==> config.mk <==
export PLATFORM = sky130hd
export DESIGN_NAME = uart_rx
export DESIGN_NICKNAME = d
export VERILOG_FILES = /design/src/rtl/uart_pkg.sv /design/src/rtl/sync_ff.sv /design/src/rtl/uart_rx.sv
export SDC_FILE = /design/constraint.sdc
export NUM_CORES = 1
export LEC_CHECK = 0
export CORE_UTILIZATION = 39
export CTS_CLUSTER_DIAMETER = 60
export DETAILED_ROUTE_END_ITERATION = 7
export GPL_TIMING_DRIVEN = 0
export PLACE_DENSITY = 0.62
export SYNTH_ARGS = -nofsm -noshare
export SYNTH_HDL_FRONTEND = slang
export SYNTH_SLANG_ARGS = --single-unit
==> constraint.sdc <==
create_clock -name clk -period 3.9 [get_ports clk]
set_input_delay 1.17 -clock clk [delete_from_list [all_inputs] [get_ports clk]]
set_output_delay 1.17 -clock clk [all_outputs]
set_load 0.01 [all_outputs]
==> src/rtl/uart_pkg.sv <==
// uart_pkg: shared definitions for the board UART (receiver and transmitter).
//   UART_DATA_BITS  - payload bits per frame
//   uart_state_t    - receiver state encoding
//   uart_half_bit() - clock count to the middle of a bit cell
package uart_pkg;

  localparam int UART_DATA_BITS = 8;

  typedef enum logic [2:0] {
    ST_IDLE  = 3'd0,
    ST_START = 3'd1,
    ST_DATA  = 3'd2,
    ST_STOP  = 3'd3,
    ST_BREAK = 3'd4
  } uart_state_t;

  // Offset from a bit's leading edge to its centre, in system clocks.
  function automatic int uart_half_bit(input int cpb);
    return (cpb - 1) / 2;
  endfunction

endpackage

==> src/rtl/sync_ff.sv <==
// sync_ff: multi-flop synchronizer for a single asynchronous input.
//   clk - destination clock
//   rst - synchronous active-high reset, loads RST_VAL into every stage
//   d   - asynchronous input
//   q   - synchronized output, DEPTH cycles behind d
module sync_ff #(
  parameter int   DEPTH   = 2,
  parameter logic RST_VAL = 1'b1
) (
  input  logic clk,
  input  logic rst,
  input  logic d,
  output logic q
);

  logic [DEPTH-1:0] chain;

  always_ff @(posedge clk) begin
    if (rst) chain <= {DEPTH{RST_VAL}};
    else     chain <= {chain[DEPTH-2:0], d};
  end

  assign q = chain[DEPTH-1];

endmodule

==> src/rtl/uart_rx.sv <==
// uart_rx: 8N1 serial receiver, single sample at the bit centre.
//   clk        - system clock
//   rst        - synchronous active-high reset
//   rxd        - asynchronous serial input, idles high
//   data       - last good byte (LSB first on the wire), held until replaced
//   data_valid - one-cycle pulse when data is updated
//   frame_err  - one-cycle pulse when the stop bit is sampled low
//   busy       - high from confirmed start until back in idle
module uart_rx
  import uart_pkg::*;
#(
  parameter int CLOCKS_PER_BIT = 86,
  parameter int SYNC_STAGES    = 2
) (
  input  logic       clk,
  input  logic       rst,
  input  logic       rxd,
  output logic [7:0] data,
  output logic       data_valid,
  output logic       frame_err,
  output logic       busy
);

  localparam int             CW     = $clog2(CLOCKS_PER_BIT);
  localparam int             BW     = $clog2(UART_DATA_BITS);
  localparam logic [CW-1:0]  HALF_C = CW'(uart_half_bit(CLOCKS_PER_BIT));
  localparam logic [CW-1:0]  LAST_C = CW'(CLOCKS_PER_BIT - 1);
  localparam logic [BW-1:0]  LAST_B = BW'(UART_DATA_BITS - 1);

  logic                      rxd_s;
  uart_state_t               state;
  logic [CW-1:0]             cnt;
  logic [BW-1:0]             bit_idx;
  logic [UART_DATA_BITS-1:0] shreg;

  sync_ff #(.DEPTH(SYNC_STAGES), .RST_VAL(1'b1)) u_sync (
    .clk (clk),
    .rst (rst),
    .d   (rxd),
    .q   (rxd_s)
  );

  always_ff @(posedge clk) begin
    if (rst) begin
      state      <= ST_IDLE;
      cnt        <= '0;
      bit_idx    <= '0;
      shreg      <= '0;
      data       <= '0;
      data_valid <= 1'b0;
      frame_err  <= 1'b0;
      busy       <= 1'b0;
    end else begin
      data_valid <= 1'b0;
      frame_err  <= 1'b0;
      cnt        <= cnt + 1'b1;
      case (state)
        ST_IDLE: begin
          // Counter held at zero so START begins its half-bit count at 0.
          busy <= 1'b0;
          cnt  <= '0;
          if (!rxd_s) state <= ST_START;
        end
        ST_START: begin
          // busy rises one cycle into START, after the edge is seen twice.
          busy <= 1'b1;
          if (cnt == HALF_C) begin
            cnt <= '0;
            if (rxd_s) begin
              state <= ST_IDLE;       // glitch: line back high at bit centre
              busy  <= 1'b0;
            end else begin
              state   <= ST_DATA;
              bit_idx <= '0;
            end
          end
        end
        ST_DATA: begin
          busy <= 1'b1;
          if (cnt == LAST_C) begin
            cnt     <= '0;
            shreg   <= {rxd_s, shreg[UART_DATA_BITS-1:1]};
            bit_idx <= bit_idx + 1'b1;
            if (bit_idx == LAST_B) state <= ST_STOP;
          end
        end
        ST_STOP: begin
          if (cnt == LAST_C) begin
            cnt <= '0;
            if (rxd_s) begin
              data       <= shreg;
              data_valid <= 1'b1;
              state      <= ST_IDLE;
              busy       <= 1'b0;
            end else begin
              frame_err <= 1'b1;
              state     <= ST_BREAK;
            end
          end
        end
        ST_BREAK: begin
          // Line held low: wait it out silently.
          cnt <= '0;
          if (rxd_s) begin
            state <= ST_IDLE;
            busy  <= 1'b0;
          end
        end
        default: begin
          state <= ST_IDLE;
          busy  <= 1'b0;
        end
      endcase
    end
  end

endmodule

==> results of run 1 <==
[registers in the layout, summed over array words and instances, names as in the netlist]
register	cells
data	8
shreg	8
cnt	7
bit_idx	3
state	3
u_sync.chain	2
busy	1
data_valid	1
frame_err	1
[layout make-up]
type,count,area share
Multi-Input combinational cell,100,0.413
Sequential cell,34,0.389
Timing Repair Buffer,12,0.0687
Clock buffer,6,0.0472
Tap cell,46,0.0329
Buffer,11,0.0308
Inverter,5,0.0107
Clock inverter,2,0.00715
[layer usage]
layer,global-route usage,vias to the layer above,part of all wire
li1,-,573,-
met1,0.204,530,0.48
met2,0.233,17,0.45
met3,0.0417,6,0.042
met4,0.0824,0,0.018
met5,0,-,0
[Yosys cell counts, types with 2 or more instances]
| master | instances |
|---|---|
| nand3b_1 | 2 |
| o22ai_1 | 2 |
| inv_1 | 5 |
| o21ai_1 | 2 |
| dfxtp_1 | 34 |
| nor3_1 | 2 |
| ha_1 | 5 |
| nand3_1 | 4 |
| or2_2 | 3 |
| clkbuf_1 | 5 |
| and4bb_1 | 2 |
| mux2i_1 | 16 |
| nand2_1 | 7 |
| a211oi_1 | 2 |
| and3_1 | 3 |
| nand2b_1 | 2 |
| nor2_1 | 21 |
| xor2_1 | 2 |
| nor4_1 | 7 |
| buf_4 | 2 |
| xnor2_1 | 3 |
| buf_2 | 4 |
[cell families (layout without fill, tap and decap cells)]
logic type,count (synthesis),count (layout),synth area share
adder cells (fa/ha/maj),5,5,0.0424
flip-flops,34,34,0.461
multiplexers,16,16,0.108
AND/OR/NAND/NOR,58,58,0.214
XOR/XNOR,5,5,0.0297
AO/OA/AOI/OAI,16,16,0.0949
buffers and inverters,16,36,0.0492
[stage by stage]
step / worst slack (ns) / instance area (um2) / instances / hold WS (ns)
floorplan: 1.97 / 1480 / 150 / 0.389
detailed placement: 1.77 / 1650 / 208 / 0.394
CTS: 1.54 / 1750 / 216 / 0.416
global route: 1.52 / 1750 / 216 / 0.427
finish: 1.56 / 1750 / 216 / 0.414
global placement: 1.77 / 1650 / 208 / 0.394
[where the power goes]
group,switching (uW),internal [uW],total [uW]
clock network,125,142,267
logic,12.9,7.50,20.4
registers,1.97,349,351
[worst paths after layout]
path	from	to	slack [ns]
worst max-delay path	data[5]	data[5]	1.56
worst min-delay path	u_sync.chain[0]	u_sync.chain[1]	0.41
worst min register to register	u_sync.chain[0]	u_sync.chain[1]	0.41
worst max register to register	cnt[0]	cnt[4]	2.17
[layout by cell type, fill, tap and decap left out, types with 2 or more instances in the layout]
| master | synthesis | final |
|---|---|---|
| xor2_1 | 2 | 2 |
| clkbuf_1 | 5 | 5 |
| buf_2 | 4 | 4 |
| inv_1 | 5 | 5 |
| o21ai_1 | 2 | 2 |
| xnor2_1 | 3 | 3 |
| dfxtp_1 | 34 | 34 |
| and4bb_1 | 2 | 2 |
| nor4_1 | 7 | 7 |
| nand2b_1 | 2 | 2 |
| clkdlybuf4s50_1 | 0 | 12 |
| nor2_1 | 21 | 21 |
| o22ai_1 | 2 | 2 |
| buf_4 | 2 | 2 |
| nand3b_1 | 2 | 2 |
| clkbuf_8 | 0 | 6 |
| a211oi_1 | 2 | 2 |
| and3_1 | 3 | 3 |
| nand3_1 | 4 | 4 |
| mux2i_1 | 16 | 16 |
| nor3_1 | 2 | 2 |
| nand2_1 | 7 | 7 |
| ha_1 | 5 | 5 |
| or2_2 | 3 | 3 |
==> metrics.txt, run 1 <==
run status=finished, final reports clean; hold-critical path depth=1; Num Clock Sinks=34; initial antenna violation count=0; Synth Area per Inst=slightly below 10 um2; Worst EP required=about 2.7 ns; chip height=~64 um; via/cell ratio=approximately 5.2; Max stage delay cell, worst path=clkdlybuf4s50_1; setup TNS=0 ns; global-route wire length before repair=a little under 5 mm; Worst path depth=1; Synthesized Nets=158; final hold violation count=0; Slew Limit Fails=0; Tot GR Track Use=0.156; routed wire length=around 2.8 mm; grt ovf=0; Leak=just over 0.0007 uW; CTS Buf Count=5; cts hold-fix bufs=0; worst path bufs/invs=1; Setup Fix Bufs, Post-CTS=0; Layout area overhead=18.5%; DR WL/cell=around 13 um; GP Congestion=between 0.8 and 0.9; P per Cell Area=~370 nW/um2; r2r worst-path depth=6; worst-path cell chain=clkdlybuf4s50_1; die area=roughly 4000 um2; Synth Flop Type=dfxtp_1; Synth area leaders=dfxtp_1, mux2i_1, nor2_1, ha_1, nor4_1; Critical Path Max Stage Delay=between 0.5 and 0.6 ns; Register Area=around 680 um2; HPWL Detailed=1.93 mm; Clk pin slew, worst setup/hold paths=0.07 ns; CP arrival=about 1.2 ns; H-Tree Depth=2; Pre-Repair DR Iteration Count=4; CP Launch Type=flop; CP delay by family, top=buffers and inverters; Final nets=177; diodes inserted=0; highest clock rate=~430 MHz; crit share post-route=0.601; Setup Crit Path Kind=flop to primary output; Slew @ Worst Pin=0.629 ns; Worst-Skew Late Latency=around 0.28 ns; largest net degree at the start of global routing=12; Slew HR=0.579; Worst Hold Class=flop to flop; clock skew=about 0.0062 ns; Post-CTS Resized=0; crit-path max FO=2; CTS max path bufs=2; RSZ-0062 raised after global routing=no; core area=between 3000 and 4000 um2; Synth Warn #=0; Seq cells post-synth=34; vias in the first global route=roughly 1100; Starting Density=0.426; Seq/Total Area, Yosys=0.461; Cell Rows=21; layout cell share with drive strength beyond 1=0.135; Worst Setup End Kind=primary output; distinct cell type count after synthesis=37; CTS tree=done; mapped cell area=roughly 1500 um2; min Tclk post-route=approximately 2.3 ns; CTS root buf=clkbuf_8; I/O Pins=14; Synth top area share=0.461; DRC viols=0; async set-or-reset flop fraction in the synthesized netlist=0; port buffer count=12; Synth area leader=dfxtp_1; peak supply drop=around 0.19 mV; fill count=351; footprint of the multi-input gates=723 um2; DR iter-0 viols=a little over 100; via count of the routed design=1126; cells after synthesis=150; antenna-violating nets left=0; DIE WIDTH=63.5 um; endpoints failing setup=0; Finished Core Util=0.504; Post-synth EDFFs=0; max cap viols=0; post-layout power=between 600 and 700 uW
Note: power is estimated with default switching activity, not from simulation.
==> run 2: changes to the inputs <==
--- a/config.mk
+++ b/config.mk
@@ -9,7 +9,7 @@
 export CTS_CLUSTER_DIAMETER = 60
 export DETAILED_ROUTE_END_ITERATION = 7
 export GPL_TIMING_DRIVEN = 0
-export PLACE_DENSITY = 0.62
+export PLACE_DENSITY = 0.64
 export SYNTH_ARGS = -nofsm -noshare
 export SYNTH_HDL_FRONTEND = slang
 export SYNTH_SLANG_ARGS = --single-unit
==> constraint.sdc (replaced) <==
create_clock -name clk -period 2 [get_ports clk]
set_input_delay 0.6 -clock clk [delete_from_list [all_inputs] [get_ports clk]]
set_output_delay 0.6 -clock clk [all_outputs]
set_load 0.01 [all_outputs]
==> metrics.txt, run 2 (synthesis results as in run 1) <==
run status=finished, final reports clean (unchanged); highest clock rate=563 MHz; worst-path cell chain=clkdlybuf4s50_1 (unchanged); Tot GR Track Use=0.158 (was 0.156); Pre-Repair DR Iteration Count=4 (unchanged); Leak=0.000704 uW (unchanged); min Tclk post-route=1.78 ns; post-layout power=1250 uW (was 639 uW); Post-CTS Resized=0 (unchanged); most frequent cells in the layout=dfxtp_1, nor2_1, mux2i_1 (unchanged); Clk pin slew, worst setup/hold paths=0.07 ns (about the same); Worst setup startpoint=busy (was data[5]); Global Route met3 Usage=0.0380 (was 0.0417); CP arrival=1.18 ns (was 1.17 ns); RR Endpoint=cnt[3] (was cnt[4]); placed cells=208 (unchanged); Setup Fix Bufs, Post-CTS=0 (unchanged); CTS tree=done (unchanged); DIE WIDTH=63.5 um (unchanged); core area=3470 um2 (unchanged); chip height=63.5 um (unchanged); P per Cell Area=714 nW/um2 (was 365 nW/um2); CTS Buf Count=5 (unchanged); worst hold margin=0.417 ns (was 0.414 ns); GR Layer Usage met2=0.234 (was 0.233); cts hold-fix bufs=0 (unchanged); final hold violation count=0 (unchanged); CP Launch Type=flop (unchanged); port buffer count=12 (unchanged); r2r worst-path depth=6 (unchanged); Starting Density=0.426 (unchanged); reg2reg setup slack=0.29 ns (was 2.17 ns); fill count=351 (unchanged); global-route wire length before repair=4.90 mm (was 4.81 mm); DRC viols=0 (unchanged); Worst Setup End Kind=primary output (unchanged); via/cell ratio=5.25 (was 5.21); Slew HR=0.587 (was 0.579); Worst-Skew Late Latency=0.28 ns (about the same); Layout area overhead=18.5% (unchanged); clock skew=0.00659 ns (was 0.00622 ns); CP delay by family, top=buffers and inverters (unchanged); DR WL/cell=12.9 um (about the same); Critical Path Max Stage Delay=0.54 ns (was 0.55 ns); largest net degree at the start of global routing=12 (unchanged); Worst EP required=1.40 ns (was 2.73 ns); antenna-violating nets left=0 (unchanged); fin cells=216 (unchanged); Slew Limit Fails=0 (unchanged); I/O Pins=14 (unchanged); end of the critical path=busy (was data[5]); die area=4040 um2 (unchanged); HPWL Detailed=1.94 mm (was 1.93 mm); Worst Hold Class=flop to flop (unchanged); layer with the highest usage=met2 (unchanged); endpoints failing setup=0 (unchanged); max cap viols=0 (unchanged); crit share post-route=0.888; worst r2r src=cnt[0] (unchanged); Setup Crit Path Kind=flop to primary output (unchanged); grt ovf=0 (unchanged); crit-path max FO=3 (was 2); peak supply drop=0.466 mV (was 0.193 mV); diodes inserted=0 (unchanged); initial antenna violation count=0 (unchanged); worst path bufs/invs=1 (unchanged); Final nets=177 (unchanged); routed wire length=2.79 mm (was 2.78 mm); via count of the routed design=1133 (was 1126); GP Congestion=0.831 (was 0.834); met1 usage=0.210 (was 0.204); Num Clock Sinks=34 (unchanged); vias in the first global route=1036 (was 1051); Cell Rows=21 (unchanged); commonest non-fill, non-tap cell in the layout=dfxtp_1 (unchanged); CTS max path bufs=2 (unchanged); CTS root buf=clkbuf_8 (unchanged); Slew @ Worst Pin=0.617 ns (was 0.629 ns); Worst path depth=1 (unchanged); Max stage delay cell, worst path=clkdlybuf4s50_1 (unchanged); DR iter-0 viols=97 (was 103); setup TNS=0 ns (unchanged); RSZ-0062 raised after global routing=no (unchanged); layout cell share with drive strength beyond 1=0.135 (unchanged); biggest regs=data x8, shreg x8, cnt x7 (unchanged); H-Tree Depth=2 (unchanged)
## run 2: cell counts in the layout (fill, tap and decap cells not counted)
Identical to the previous run, type by type.
## run 2: cell type report
| cell class | instances | area [um2] | share of cell area |
|---|---|---|---|
| inverters | 5 | 18.8 | 0.0107 |
| plain buffers | 11 | 53.8 | 0.0308 |
| repair buffers | 12 | 120 | 0.0687 |
| flip-flops and latches | 34 | 681 | 0.389 |
| multi-input cells | 100 | 723 | 0.413 |
| clock inverters | 2 | 12.5 | 0.00715 |
| well taps | 46 | 57.6 | 0.0329 |
| clock buffers | 6 | 82.6 | 0.0472 |
## run 2: stage by stage
| stage | area, um2 | utilization | setup slack, ns |
|---|---|---|---|
| after detailed placement | 1650 | 0.477 | 0.278 |
| final | 1750 | 0.504 | 0.223 |
| after global placement | 1650 | 0.477 | 0.333 |
| after floorplan | 1480 | - | 0.475 |
| after global routing | 1750 | 0.504 | 0.156 |
| after CTS | 1750 | 0.504 | 0.211 |
## run 2: worst min path at each step
stage,slack [ns],to,depth (start not counted),start
floorplan,0.39,u_sync.chain[1],1,u_sync.chain[0]
global placement,0.39,u_sync.chain[1],1,u_sync.chain[0]
detailed placement,0.40,u_sync.chain[1],1,u_sync.chain[0]
CTS,0.42,u_sync.chain[1],1,u_sync.chain[0]
global route,0.43,u_sync.chain[1],1,u_sync.chain[0]
finish,0.42,u_sync.chain[1],1,u_sync.chain[0]
## run 2: metal layers
| metal | wire [um] | share of wire |
|---|---|---|
| met4 | 50 | 0.018 |
| met5 | 0 | 0 |
| met3 | 130 | 0.047 |
| met2 | 1230 | 0.44 |
| met1 | 1380 | 0.49 |
## run 2: power breakdown
group / internal, uW / leakage (uW) / total, uW / switching, uW
Sequential: 681 / 0.000275 / 685 / 4.20
Combinational: 14.6 / 0.000383 / 39.6 / 25.0
Clock: 276 / 0.0000472 / 525 / 248
Total: 972 / 0.000704 / 1250 / 277
